`src/rtl/ibus_arbiter_pkg.sv`:
```
`default_nettype none
// ============================================================================
//  Module      : ibus_arb_pkg
//  Description : Shared types for the two-master instruction-bus arbiter:
//                FSM state encoding, latched request record, master count.
//  Revision    : 1.0  initial release
// ============================================================================
package ibus_arb_pkg;

  localparam int NUM_MASTERS = 2;
  localparam int BUS_ADDR_W  = 32;
  localparam int BUS_DATA_W  = 32;

  typedef enum logic [1:0] {
    IDLE   = 2'd0,
    GRANT0 = 2'd1,
    GRANT1 = 2'd2,
    DRAIN  = 2'd3
  } arb_state_t;

  // One bus request as captured at grant time and replayed to the slave
  typedef struct packed {
    logic                    ren;
    logic                    wen;
    logic [BUS_ADDR_W-1:0]   addr;
    logic [BUS_DATA_W-1:0]   wdata;
    logic [BUS_DATA_W/8-1:0] byte_en;
  } bus_req_t;

endpackage : ibus_arb_pkg
`default_nettype wire

```
`src/rtl/ibus_arbiter_if.sv`:
```
`default_nettype none
// ============================================================================
//  Module      : ibus_arbiter_if
//  Description : Generic read/write bus with busy-based completion.
//                master modport = side issuing requests,
//                slave modport  = side answering them.
//  Revision    : 1.0  initial release
// ============================================================================
interface ibus_arbiter_if #(
  parameter int ADDR_W = 32,
  parameter int DATA_W = 32
);

  logic                  ren;
  logic                  wen;
  logic [ADDR_W-1:0]     addr;
  logic [DATA_W-1:0]     wdata;
  logic [DATA_W/8-1:0]   byte_en;
  logic [DATA_W-1:0]     rdata;
  logic                  busy;

  modport master (
    output ren, wen, addr, wdata, byte_en,
    input  rdata, busy
  );

  modport slave (
    input  ren, wen, addr, wdata, byte_en,
    output rdata, busy
  );

endinterface : ibus_arbiter_if
`default_nettype wire

```
`src/rtl/ibus_arbiter_rr_pick2.sv`:
```
`default_nettype none
// ============================================================================
//  Module      : rr_pick2
//  Description : Combinational two-way winner select. Round-robin on ties
//                (the master that did not win last) unless M0_PRIORITY is set,
//                in which case master 0 wins every tie.
//  Revision    : 1.0  initial release
// ============================================================================
module rr_pick2
  import ibus_arb_pkg::*;
#(
  parameter int M0_PRIORITY = 0
) (
  input  wire logic [NUM_MASTERS-1:0] i_req,
  input  wire logic                   i_last_grant,
  output logic                        o_valid,
  output logic                        o_grant
);

  assign o_valid = |i_req;

  // Winner index: lone requester wins outright, ties resolved by policy
  always_comb begin
    o_grant = 1'b0;
    if (i_req == 2'b10) begin
      o_grant = 1'b1;
    end else if (i_req == 2'b11) begin
      o_grant = (M0_PRIORITY != 0) ? 1'b0 : ~i_last_grant;
    end
  end

endmodule : rr_pick2
`default_nettype wire

```
`src/rtl/ibus_arbiter.sv`:
```
`default_nettype none
// ============================================================================
//  Module      : ibus_arbiter
//  Description : Two-master to one-slave arbiter for the I$ port. Latches the
//                granted request, holds it on the slave until s.busy drops and
//                returns completion only to the owner. A master that changes
//                its request mid-flight is absorbed through a DRAIN state.
//  Options     : `define IBUS_ARB_PERF_CNT_EN adds grant/drain counters.
//  Revision    : 1.0  initial release
// ============================================================================
module ibus_arbiter
  import ibus_arb_pkg::*;
#(
  parameter int ADDR_W      = BUS_ADDR_W,
  parameter int DATA_W      = BUS_DATA_W,
  parameter int M0_PRIORITY = 0
) (
  input  wire logic       CLK,
  input  wire logic       RST,
  ibus_arbiter_if.slave   m0,
  ibus_arbiter_if.slave   m1,
  ibus_arbiter_if.master  s
`ifdef IBUS_ARB_PERF_CNT_EN
  ,
  output logic [31:0]     grant_cnt0,
  output logic [31:0]     grant_cnt1,
  output logic [31:0]     drain_cnt
`endif
);

  arb_state_t            r_state;
  logic                  r_last_grant;
  bus_req_t              r_req;

  logic [NUM_MASTERS-1:0] w_req;
  logic                  w_valid;
  logic                  w_grant;
  bus_req_t              w_sel_req;
  logic                  w_abandon0;
  logic                  w_abandon1;
  logic                  w_done0;
  logic                  w_done1;

  assign w_req = {m1.ren | m1.wen, m0.ren | m0.wen};

  rr_pick2 #(
    .M0_PRIORITY (M0_PRIORITY)
  ) u_pick (
    .i_req        (w_req),
    .i_last_grant (r_last_grant),
    .o_valid      (w_valid),
    .o_grant      (w_grant)
  );

  // Request fields of the winning master, captured on grant
  always_comb begin
    w_sel_req = '0;
    if (w_grant) begin
      w_sel_req.ren     = m1.ren;
      w_sel_req.wen     = m1.wen;
      w_sel_req.addr    = m1.addr;
      w_sel_req.wdata   = m1.wdata;
      w_sel_req.byte_en = m1.byte_en;
    end else begin
      w_sel_req.ren     = m0.ren;
      w_sel_req.wen     = m0.wen;
      w_sel_req.addr    = m0.addr;
      w_sel_req.wdata   = m0.wdata;
      w_sel_req.byte_en = m0.byte_en;
    end
  end

  // A master whose command or address no longer matches the latch has given up
  assign w_abandon0 = (m0.ren != r_req.ren) || (m0.wen != r_req.wen) ||
                      (m0.addr != r_req.addr);
  assign w_abandon1 = (m1.ren != r_req.ren) || (m1.wen != r_req.wen) ||
                      (m1.addr != r_req.addr);

  // Completion is only reported to a still-interested owner
  assign w_done0 = (r_state == GRANT0) && !w_abandon0 && !s.busy;
  assign w_done1 = (r_state == GRANT1) && !w_abandon1 && !s.busy;

  assign m0.busy  = ~w_done0;
  assign m1.busy  = ~w_done1;
  assign m0.rdata = s.rdata;
  assign m1.rdata = s.rdata;

  // ren/wen in the latch are cleared on return to IDLE, so the slave strobes
  // come straight from registers
  assign s.ren     = r_req.ren;
  assign s.wen     = r_req.wen;
  assign s.addr    = r_req.addr;
  assign s.wdata   = r_req.wdata;
  assign s.byte_en = r_req.byte_en;

  // Arbitration FSM: grant from IDLE, hold until slave done or drain abandons
  always_ff @(posedge CLK) begin
    if (RST) begin
      r_state      <= IDLE;
      r_last_grant <= 1'b1;
      r_req        <= '0;
    end else begin
      case (r_state)
        IDLE: begin
          if (w_valid) begin
            r_req        <= w_sel_req;
            r_last_grant <= w_grant;
            r_state      <= w_grant ? GRANT1 : GRANT0;
          end
        end
        GRANT0: begin
          if (w_abandon0 && s.busy) begin
            r_state <= DRAIN;
          end else if (!s.busy) begin
            r_state   <= IDLE;
            r_req.ren <= 1'b0;
            r_req.wen <= 1'b0;
          end
        end
        GRANT1: begin
          if (w_abandon1 && s.busy) begin
            r_state <= DRAIN;
          end else if (!s.busy) begin
            r_state   <= IDLE;
            r_req.ren <= 1'b0;
            r_req.wen <= 1'b0;
          end
        end
        DRAIN: begin
          if (!s.busy) begin
            r_state   <= IDLE;
            r_req.ren <= 1'b0;
            r_req.wen <= 1'b0;
          end
        end
        default: begin
          r_state   <= IDLE;
          r_req.ren <= 1'b0;
          r_req.wen <= 1'b0;
        end
      endcase
    end
  end

`ifdef IBUS_ARB_PERF_CNT_EN
  logic [31:0] r_grant_cnt0;
  logic [31:0] r_grant_cnt1;
  logic [31:0] r_drain_cnt;
  logic        w_drain_entry;

  assign w_drain_entry = s.busy && (((r_state == GRANT0) && w_abandon0) ||
                                    ((r_state == GRANT1) && w_abandon1));

  // Free-running wrap-around event counters
  always_ff @(posedge CLK) begin
    if (RST) begin
      r_grant_cnt0 <= '0;
      r_grant_cnt1 <= '0;
      r_drain_cnt  <= '0;
    end else begin
      if (w_done0)       r_grant_cnt0 <= r_grant_cnt0 + 32'd1;
      if (w_done1)       r_grant_cnt1 <= r_grant_cnt1 + 32'd1;
      if (w_drain_entry) r_drain_cnt  <= r_drain_cnt + 32'd1;
    end
  end

  assign grant_cnt0 = r_grant_cnt0;
  assign grant_cnt1 = r_grant_cnt1;
  assign drain_cnt  = r_drain_cnt;
`endif

endmodule : ibus_arbiter
`default_nettype wire

```
`src/flat_wrapper.sv`:
```
// flat-port wrapper written by rule: the top's interface ports become plain ports
module ibus_arbiter_flat import ibus_arb_pkg::*;
#(
  parameter int ADDR_W      = BUS_ADDR_W,
  parameter int DATA_W      = BUS_DATA_W,
  parameter int M0_PRIORITY = 0
)
  (CLK, RST, m0_ren, m0_wen, m0_addr, m0_wdata, m0_byte_en, m0_rdata, m0_busy, m1_ren, m1_wen, m1_addr, m1_wdata, m1_byte_en, m1_rdata, m1_busy, s_ren, s_wen, s_addr, s_wdata, s_byte_en, s_rdata, s_busy);
  ibus_arbiter_if #(.ADDR_W(ADDR_W), .DATA_W(DATA_W)) m0_i ();
  ibus_arbiter_if #(.ADDR_W(ADDR_W), .DATA_W(DATA_W)) m1_i ();
  ibus_arbiter_if #(.ADDR_W(ADDR_W), .DATA_W(DATA_W)) s_i ();
  input  wire logic CLK;
  input  wire logic RST;
  input wire logic [$bits(m0_i.ren)-1:0] m0_ren;
  input wire logic [$bits(m0_i.wen)-1:0] m0_wen;
  input wire logic [$bits(m0_i.addr)-1:0] m0_addr;
  input wire logic [$bits(m0_i.wdata)-1:0] m0_wdata;
  input wire logic [$bits(m0_i.byte_en)-1:0] m0_byte_en;
  output wire logic [$bits(m0_i.rdata)-1:0] m0_rdata;
  output wire logic [$bits(m0_i.busy)-1:0] m0_busy;
  input wire logic [$bits(m1_i.ren)-1:0] m1_ren;
  input wire logic [$bits(m1_i.wen)-1:0] m1_wen;
  input wire logic [$bits(m1_i.addr)-1:0] m1_addr;
  input wire logic [$bits(m1_i.wdata)-1:0] m1_wdata;
  input wire logic [$bits(m1_i.byte_en)-1:0] m1_byte_en;
  output wire logic [$bits(m1_i.rdata)-1:0] m1_rdata;
  output wire logic [$bits(m1_i.busy)-1:0] m1_busy;
  output wire logic [$bits(s_i.ren)-1:0] s_ren;
  output wire logic [$bits(s_i.wen)-1:0] s_wen;
  output wire logic [$bits(s_i.addr)-1:0] s_addr;
  output wire logic [$bits(s_i.wdata)-1:0] s_wdata;
  output wire logic [$bits(s_i.byte_en)-1:0] s_byte_en;
  input wire logic [$bits(s_i.rdata)-1:0] s_rdata;
  input wire logic [$bits(s_i.busy)-1:0] s_busy;
  assign m0_i.ren = m0_ren;
  assign m0_i.wen = m0_wen;
  assign m0_i.addr = m0_addr;
  assign m0_i.wdata = m0_wdata;
  assign m0_i.byte_en = m0_byte_en;
  assign m0_rdata = m0_i.rdata;
  assign m0_busy = m0_i.busy;
  assign m1_i.ren = m1_ren;
  assign m1_i.wen = m1_wen;
  assign m1_i.addr = m1_addr;
  assign m1_i.wdata = m1_wdata;
  assign m1_i.byte_en = m1_byte_en;
  assign m1_rdata = m1_i.rdata;
  assign m1_busy = m1_i.busy;
  assign s_ren = s_i.ren;
  assign s_wen = s_i.wen;
  assign s_addr = s_i.addr;
  assign s_wdata = s_i.wdata;
  assign s_byte_en = s_i.byte_en;
  assign s_i.rdata = s_rdata;
  assign s_i.busy = s_busy;
  ibus_arbiter #(.ADDR_W(ADDR_W), .DATA_W(DATA_W), .M0_PRIORITY(M0_PRIORITY)) u_core (.CLK(CLK), .RST(RST), .m0(m0_i), .m1(m1_i), .s(s_i));
endmodule
```
`config.mk`:
```
export PLATFORM = sky130hd
export DESIGN_NAME = ibus_arbiter_flat
export DESIGN_NICKNAME = d
export VERILOG_FILES = /design/src/rtl/ibus_arbiter_pkg.sv /design/src/rtl/ibus_arbiter_if.sv /design/src/rtl/ibus_arbiter_rr_pick2.sv /design/src/rtl/ibus_arbiter.sv /design/src/flat_wrapper.sv
export SDC_FILE = /design/constraint.sdc
export NUM_CORES = 1
export LEC_CHECK = 0
export CORE_MARGIN = 5
export CORE_UTILIZATION = 28
export DETAILED_ROUTE_END_ITERATION = 8
export PLACE_DENSITY = 0.76
export REMOVE_ABC_BUFFERS = 1
export SKIP_LAST_GASP = 1
export SYNTH_ARGS = -nofsm -noshare
export SYNTH_HDL_FRONTEND = slang
export SYNTH_SLANG_ARGS = --single-unit
```
`constraint.sdc`:
```
create_clock -name CLK -period 1.9 [get_ports CLK]
set_input_delay 0.285 -clock CLK [delete_from_list [all_inputs] [get_ports CLK]]
set_output_delay 0.285 -clock CLK [all_outputs]
set_load 0.03 [all_outputs]
```
After elaboration in Yosys (flattened, before gate mapping). Index checks and enable logic that the tools add are counted.

Equality and inequality tests: 14. Multiplexer cells: 14. Bitwise logic cells: 5. Reduce and logical (&&, ||, !) cells: 17.

Operators by type and width (number): $mux 70 (2); $ne 32x32->1 (2); $mux 2 (8); $pmux 2 s4 (2); $eq 2x2->1 const B (4); $logic_and 1x1->1 (6); $ne 2x2->1 const B (3); $logic_or 1x1->1 (4); $ne 1x1->1 (4); $logic_not 1->1 (3); $not 1->1 (3); $reduce_and 3->1 (1); $eq 2x1->1 const B (1); $logic_not 2->1 (1); $mux 1 (2); $or 1x1->1 (2); $reduce_and 2->1 (1); $reduce_or 2->1 (1).

Flip-flop bits (word level): 73. Input bits: 175. Output and inout port bits: 136. Word-level logic and storage cells: 57.

Longest topological paths before layout. Gate-level depths: netlist (run 1).

Depth in word-level cells: 7. Gate-level depth with buffers: 6. Depth with buffers taken out: 5.

By module. A second synthesis (run 1) with hierarchy kept.

Cells, all modules: 497. Area total of the unflattened synthesis: 4783.3 sq um.

By module, submodules not included: ibus_arbiter (instances 1, cells an instance 495, area an instance 4769.6 sq um); rr_pick2 (instances 1, cells an instance 2, area an instance 13.8 sq um).

Worst setup path before layout (run 1). OpenSTA, ideal clock, no wires.

Path kind: register to output. Start point: register u_core.s.wen (netlist name). End point: output m1_busy. Arrival: 1642 ps. Setup slack: -27 ps. Stages on the path, launching flop included: 6. Path buffers: 0. Cell sequence: dfxtp_1 -> xor2_1 -> nor4_1 -> nand4_1 -> nor4_1 -> nand3_1.

Longest elaborated chain between the ends: 7.

Ends and longest elaborated chain: $ne 1x1->1 (line ibus_arbiter.sv:76) `assign w_abandon1 = (m1.ren != r_req.ren) || (m1.wen != r_req.wen) ||`; $logic_or 1x1->1 (2 in series) (line ibus_arbiter.sv:76); $logic_not 1->1 (line ibus_arbiter.sv:81) `assign w_done1 = (r_state == GRANT1) && !w_abandon1 && !s.busy;`; $logic_and 1x1->1 (2 in series) (line ibus_arbiter.sv:81); $not 1->1 (line ibus_arbiter.sv:84) `assign m1.busy = ~w_done1;`; end: declaration (line flat_wrapper.sv:27) `output wire logic [$bits(m1_i.busy)-1:0] m1_busy;`.

Every way passes these cells.

Worst setup path in the final report (run 1).
Start point: register u_core.r_req, in the netlist u_core.s.addr[26]. End point: output m1_busy.

Longest elaborated chain between the ends: 6.

Ends and longest elaborated chain: start: declaration (line ibus_arbiter.sv:33) `bus_req_t r_req;`; start signal: assignment (line ibus_arbiter.sv:106) `r_req <= w_sel_req;`; $ne 32x32->1 (line ibus_arbiter.sv:77) `(m1.addr != r_req.addr);`; $logic_or 1x1->1 (line ibus_arbiter.sv:76); $logic_not 1->1 (line ibus_arbiter.sv:81); $logic_and 1x1->1 (2 in series) (line ibus_arbiter.sv:81); $not 1->1 (line ibus_arbiter.sv:84).

Every way passes these cells.

==> results_dict.tcl, run 1 <==
set metrics [dict create \
    wl_met3_um 2730 \
    floorplan.rows 48 \
    setup.worst_path.end_class "output port" \
    fin_skew_ps 5.01 \
    ys_top_cells_by_count "76 x buf_4, 74 x nor2_1, 73 x dfxtp_1" \
    dp.cells 899 \
    first_global_vias 4444 \
    timing.critical_path.fanout_max 3 \
    initial_core_util_pct 28.2 \
    power.leakage_nw 3.25 \
    ys_ff_latch 73 \
    pnr_worst_setup_slack_ps -392 \
    ys_top_cells_by_area "dfxtp_1 30%, a211oi_2 16%, mux2i_1 14%, buf_4 12%, xor2_1 9.5%" \
    cts.path.max_buffers 2 \
    dp_hpwl_um 14300 \
    critPathRequiredTime_ps 1620 \
    wire_length_on_met1_um 7180 \
    internal-power_mw 5.68 \
    postSynth.asyncResetShare_pct 0 \
    synthDominantAreaCellType "dfxtp_1" \
    finalNonFillerCells 918 \
    setup_viol_count_final 2 \
    clock_latency_ps 330 \
    htree_num_levels 3 \
    fin_crit_share_pct 121 \
    drive_above_1_share_pct 24.0 \
    gp_congestion 0.794 \
    dpl-instance-area_um2 7100 \
    p_per_area_nw_per_um2 1270 \
    route.antenna.remaining_nets 0 \
    crit_path_top_delay_cell "dfxtp_4" \
    edff_count_synth 0 \
    port_buffers 214 \
    cts-root-buf "clkbuf_16" \
    fin_worst_hold_slack_ps 317 \
    first_pass_grt_wire_length_um 26100 \
    drt-wirelength-per-cell_um 19.4 \
    failed_checks "negative setup slack" \
    maxUsedRoutingLayer "met5" \
    fin_area_um2 7600 \
    setup_tns_ps -765 \
    detail_route.wirelength_um 17800 \
    postSynth.topFlopCell "dfxtp_1" \
    max_capacitance_violation_count 0 \
    start_kind "flop" \
    sw_frac_of_total_pct 41.0 \
    inserted_clock_buffers 9 \
    grt.total_usage_pct 17.4 \
    antenna_found_initial 0 \
    core_area_um2 17100 \
    worst-slew-pin-transition_ps 385 \
    synth_sequential_area_ratio_pct 30.4 \
    floorplan.die.width_um 141 \
    power_after_layout_mw 9.62 \
    synth.cell_area_um2 4810 \
    chain_of_cells_forming_the_critical_path "xor2_2 > nor4_2 > buf_4 > nand4_1 > nor4_2 > nand3_1 > buf_6" \
    power_frac_clock_pct 18.7 \
    post_synth.cell_area_avg_um2 9.70 \
    synth_cell_type_count 29 \
    final-hold-violation-count 0 \
    dieArea_um2 19900 \
    cts.sinks 73 \
    fin_nets 863 \
    sequentialPowerShare_pct 24.9 \
    slew-limit-headroom_pct 74.2 \
    route.detailed.drc 0 \
    tritoncts "yes" \
    final.min_clock_period_ps 2290 \
    wl_met2_um 7510 \
    synth_most_common_cell "buf_4" \
    ys.warnings.count 0 \
    synth_cells 496 \
    comb_power_share_pct 56.4 \
    ir_drop_uv 550 \
    yosysTopAreaCellShare_pct 30.4 \
    clk_transition_reported_paths_ps 60 \
    globalRouteOverflowTotal 0 \
    setup_repair_after_global_routing_missed_its_margin "yes" \
    grt_max_degree 49 \
    run_status "complete, but fails checks" \
    antennaDiodeCount 0 \
    switchingPower_mw 3.94 \
    num_io_pins 311 \
    drt_iter0_drc 106 \
    holdCritPathClass "in2reg" \
    slew_viol_final 0 \
    die_h_um 141 \
    critPathMostFrequentCell "nor4_2" \
    cp_slowest_stage_delay_ps 360 \
    timing.critical_path.arrival_ps 2010 \
    max_freq_ghz 0.436 \
    critPathKind "reg2out" \
    routed_via_density 4.66 \
    num_vias 4277 \
    synthToLayoutAreaGrowth_pct 58.0 \
    router_iterations_before_antenna_repair 4 \
]
[critical path: cells and delay by family, from the launching register on]
family / cells / cell delay (ps)
xor+xnor: 1 / 140
buf+inv: 2 / 330
flops: 1 / 360
simple gates: 4 / 840
[cell type report]
| cell class | count | area (µm²) |
|---|---|---|
| inverter | 2 | 7.51 |
| clock buffer | 9 | 225 |
| sequential | 73 | 1470 |
| timing repair buffer | 276 | 2720 |
| tap | 225 | 282 |
| fill | 1687 | 9450 |
| clock inverter | 7 | 85.1 |
| multi-input combinational | 326 | 2820 |
[cell usage in the layout, fill, tap and decap left out, types with 4 or more instances in the layout]
master | synthesis | final
xor2_1 | 52 | 50
dfxtp_1 | 73 | 69
dlymetal6s2s_1 | 0 | 7
a211oi_1 | 8 | 8
clkinv_2 | 0 | 5
mux2i_1 | 68 | 68
nor4_2 | 1 | 11
clkbuf_16 | 0 | 9
xnor2_1 | 16 | 16
nand2b_1 | 4 | 4
clkdlybuf4s50_1 | 0 | 196
a211oi_2 | 60 | 60
nand4_1 | 6 | 6
nor2_1 | 74 | 74
dlygate4sd2_1 | 0 | 8
nand2_1 | 5 | 5
buf_4 | 76 | 55
buf_12 | 0 | 8
[through the flow]
step / utilization [%] / setup WS, ps
floorplan: - / -3640
global placement: 41.6 / -1040
detailed placement: 41.6 / -1060
CTS: 44.2 / -419
global route: 44.6 / -487
finish: 44.6 / -392
[kinds of logic (layout without fill, tap and decap cells)]
kind of cell / after synthesis / in the layout / synth area share (%)
AND/OR/NAND/NOR: 110 / 110 / 10.4
buffers and inverters: 97 / 294 / 14.1
AO/OA/AOI/OAI: 79 / 79 / 18.3
flip-flops: 73 / 73 / 30.4
multiplexers: 69 / 69 / 14.4
XOR/XNOR: 68 / 68 / 12.4
[metal layers]
layer | up-vias | global-route usage (%)
met5 | - | 6.27
met4 | 2 | 4.13
met1 | 1948 | 20.0
li1 | 2058 | -
met3 | 19 | 13.0
met2 | 250 | 25.1
[registers in the layout, indices dropped and copies added (netlist names)]
name	cells
u_core.s.ren	1
u_core.s.byte_en	4
u_core.r_state	2
u_core.s.wen	1
u_core.s.wdata	32
u_core.s.addr	32
u_core.r_last_grant	1
[power groups by stage]
stage / combinational [mW] / sequential, mW / clock, mW
after global routing: 5.81 / 2.46 / 1.95
after detailed placement: 5.31 / 2.40 / 0
after global placement: 5.26 / 2.38 / 0
final: 5.42 / 2.40 / 1.80
after CTS: 5.43 / 2.38 / 1.87
after floorplan: 2.04 / 3.20 / 0
[repair_timing]
item,CTS,global route
setup buffers,9,1
gates cloned,0,0
hold buffers,0,0
pin swaps,15,5
setup endpoints to repair,28,6
gates resized for setup,34,21
[path summary, 6_finish.rpt]
check,slack (ps),depth (start not counted),startpoint,end
setup reg to reg,160,7,u_core.s.addr[13],u_core.r_state[1]
hold / removal,320,2,RST,u_core.s.wdata[12]
setup / recovery,-390,7,u_core.s.addr[26],m1_busy
hold reg to reg,530,2,u_core.s.byte_en[0],u_core.s.byte_en[0]
Note: power is estimated with default switching activity, not from simulation.
==> run 2: changes to the inputs <==
PLACE_DENSITY = 0.69   (was 0.76)
==> results_dict.tcl, run 2 (synthesized netlist as in run 1, its figures left out) <==
set metrics [dict create \
    cts-root-buf "clkbuf_16" \
    first_global_vias 4329 \
    gp_congestion 0.759 \
    htree_num_levels 3 \
    critical_path.startpoint "m0_addr[9]" \
    drt_iter0_drc 139 \
    final.min_clock_period_ps 2380 \
    sequentialPowerShare_pct 25.0 \
    detail_route.wirelength_um 17900 \
    comb_power_share_pct 58.0 \
    timing.hold.worst_path_depth 3 \
    ctsHoldBuffers 0 \
    power_after_layout_mw 9.55 \
    first_pass_grt_wire_length_um 25600 \
    cts.path.max_buffers 2 \
    grt_max_degree 53 \
    globalRouteOverflowTotal 0 \
    clk_transition_reported_paths_ps 60 \
    layout_common_cells "198 x clkdlybuf4s50_1, 74 x nor2_1, 68 x mux2i_1" \
    cts.sinks 73 \
    rr_endpoint "u_core.r_state[1]" \
    critPathRequiredTime_ps 1620 \
    p_per_area_nw_per_um2 1260 \
    port_buffers 214 \
    fin_skew_ps 4.39 \
    router_iterations_before_antenna_repair 4 \
    drt-wirelength-per-cell_um 19.5 \
    inserted_clock_buffers 9 \
    final_common_cell "clkdlybuf4s50_1" \
    tritoncts "yes" \
    internal-power_mw 5.54 \
    nFillCells 1680 \
    worst_hold_startpoint "m0_addr[15]" \
    dp_hpwl_um 13600 \
    critPathKind "in2out" \
    slew_viol_final 0 \
    routed_via_density 4.63 \
    register_area_um2 1470 \
    max_capacitance_violation_count 0 \
    core_area_um2 17100 \
    pnr_worst_setup_slack_ps -478 \
    initial_core_util_pct 28.2 \
    clock_latency_ps 330 \
    ir_drop_uv 540 \
    num_io_pins 311 \
    slew-limit-headroom_pct 72.8 \
    fin_nets 863 \
    floorplan.die.width_um 141 \
    reg2reg_setup_slack_ps 90 \
    max_freq_ghz 0.421 \
    fin_crit_share_pct 125 \
    timing.critical_path.arrival_ps 2090 \
    sw_frac_of_total_pct 42.0 \
    die_h_um 141 \
    timing.critical_path.fanout_max 2 \
    power.leakage_nw 3.20 \
    grt.total_usage_pct 17.0 \
    run_status "complete, but fails checks" \
    setup.worst_path.end_class "output port" \
    hold_end "u_core.s.addr[15]" \
    antenna_found_initial 1 \
    final-hold-violation-count 0 \
    setup_viol_count_final 2 \
    worst-slew-pin-transition_ps 408 \
    start_kind "input pin" \
    failed_checks "negative setup slack" \
    power_frac_clock_pct 16.9 \
    floorplan.rows 48 \
    num_vias 4247 \
    dieArea_um2 19900 \
    route.antenna.remaining_nets 0 \
    fin_worst_hold_slack_ps 374 \
    setup_repair_after_global_routing_missed_its_margin "yes" \
    holdCritPathClass "in2reg" \
    antennaDiodeCount 0 \
    r2r.worst_path.cells 7 \
    rr_startpoint "u_core.s.addr[26]" \
    multi_input_area_um2 2800 \
    drive_above_1_share_pct 24.0 \
    switchingPower_mw 4.01 \
    synthToLayoutAreaGrowth_pct 57.3 \
    route.detailed.drc 0 \
]
run 2: cell count changes in the layout (fill, tap and decap cells not counted), moves of 3 or more:
cell and delta:
dlymetal6s2s_1 -5, dfxtp_2 +4, a211oi_1 -3, a211oi_2 +3, dlygate4sd2_1 +3
run 2: area by class of cell:
class	count	area share [%]
sequential	73	19.4
clock inverter	3	0.198
multi-input combinational	326	37.0
timing repair buffer	276	36.1
clock buffer	13	3.44
inverter	2	0.0992
tap	225	3.72
run 2: per-layer routing:
layer  vias to the layer above  GRT usage (%)  part of all wire [%]
met5                         -           3.26                  0.36
met4                         4           3.52                  0.83
met3                        17           13.3                    15
met2                       235           23.5                    40
met1                      1923           20.5                    43
li1                       2068              -                     -
run 2: power groups by stage:
stage / clock network [mW] / registers (mW) / logic (mW)
after floorplan: 0 / 3.20 / 2.04
after global placement: 0 / 2.39 / 5.22
after detailed placement: 0 / 2.41 / 5.24
after CTS: 1.67 / 2.39 / 5.45
after global routing: 1.74 / 2.46 / 5.92
final: 1.62 / 2.39 / 5.54
run 2: how the worst max path moves through the flow:
| stage | endpoint | cells after the start | slack (ps) |
|---|---|---|---|
| floorplan | u_core.s.addr[0] | 3 | -3640 |
| global placement | m0_busy | 8 | -1130 |
| detailed placement | m0_busy | 8 | -1110 |
| CTS | m0_busy | 7 | -400 |
| global route | m0_busy | 7 | -510 |
| finish | m0_busy | 8 | -480 |
run 2: what timing repair did:
item,CTS,global route
cloned,1,1
pin swaps,12,6
setup buffers,2,1
gates resized for setup,43,12
endpoints found under the setup margin,3,66
run 2: worst max-delay path, stage by stage:
cell,delay [ps]
clkdlybuf4s50_1,450
xor2_1,170
nor4_2,280
buf_4,160
nand4_1,150
nor4_4,290
nand3_2,140
buf_6,160
run 2: metrics by stage:
stage / setup slack, ps / instance area (µm²) / std cells / utilization, % / setup TNS (ps)
after global placement: -1130 / 7080 / 898 / 41.5 / -20410
after CTS: -401 / 7470 / 916 / 43.8 / -722
final: -478 / 7570 / 918 / 44.4 / -807
after global routing: -512 / 7570 / 918 / 44.4 / -933
after floorplan: -3640 / 4140 / 401 / - / -262270
after detailed placement: -1110 / 7080 / 898 / 41.5 / -20310
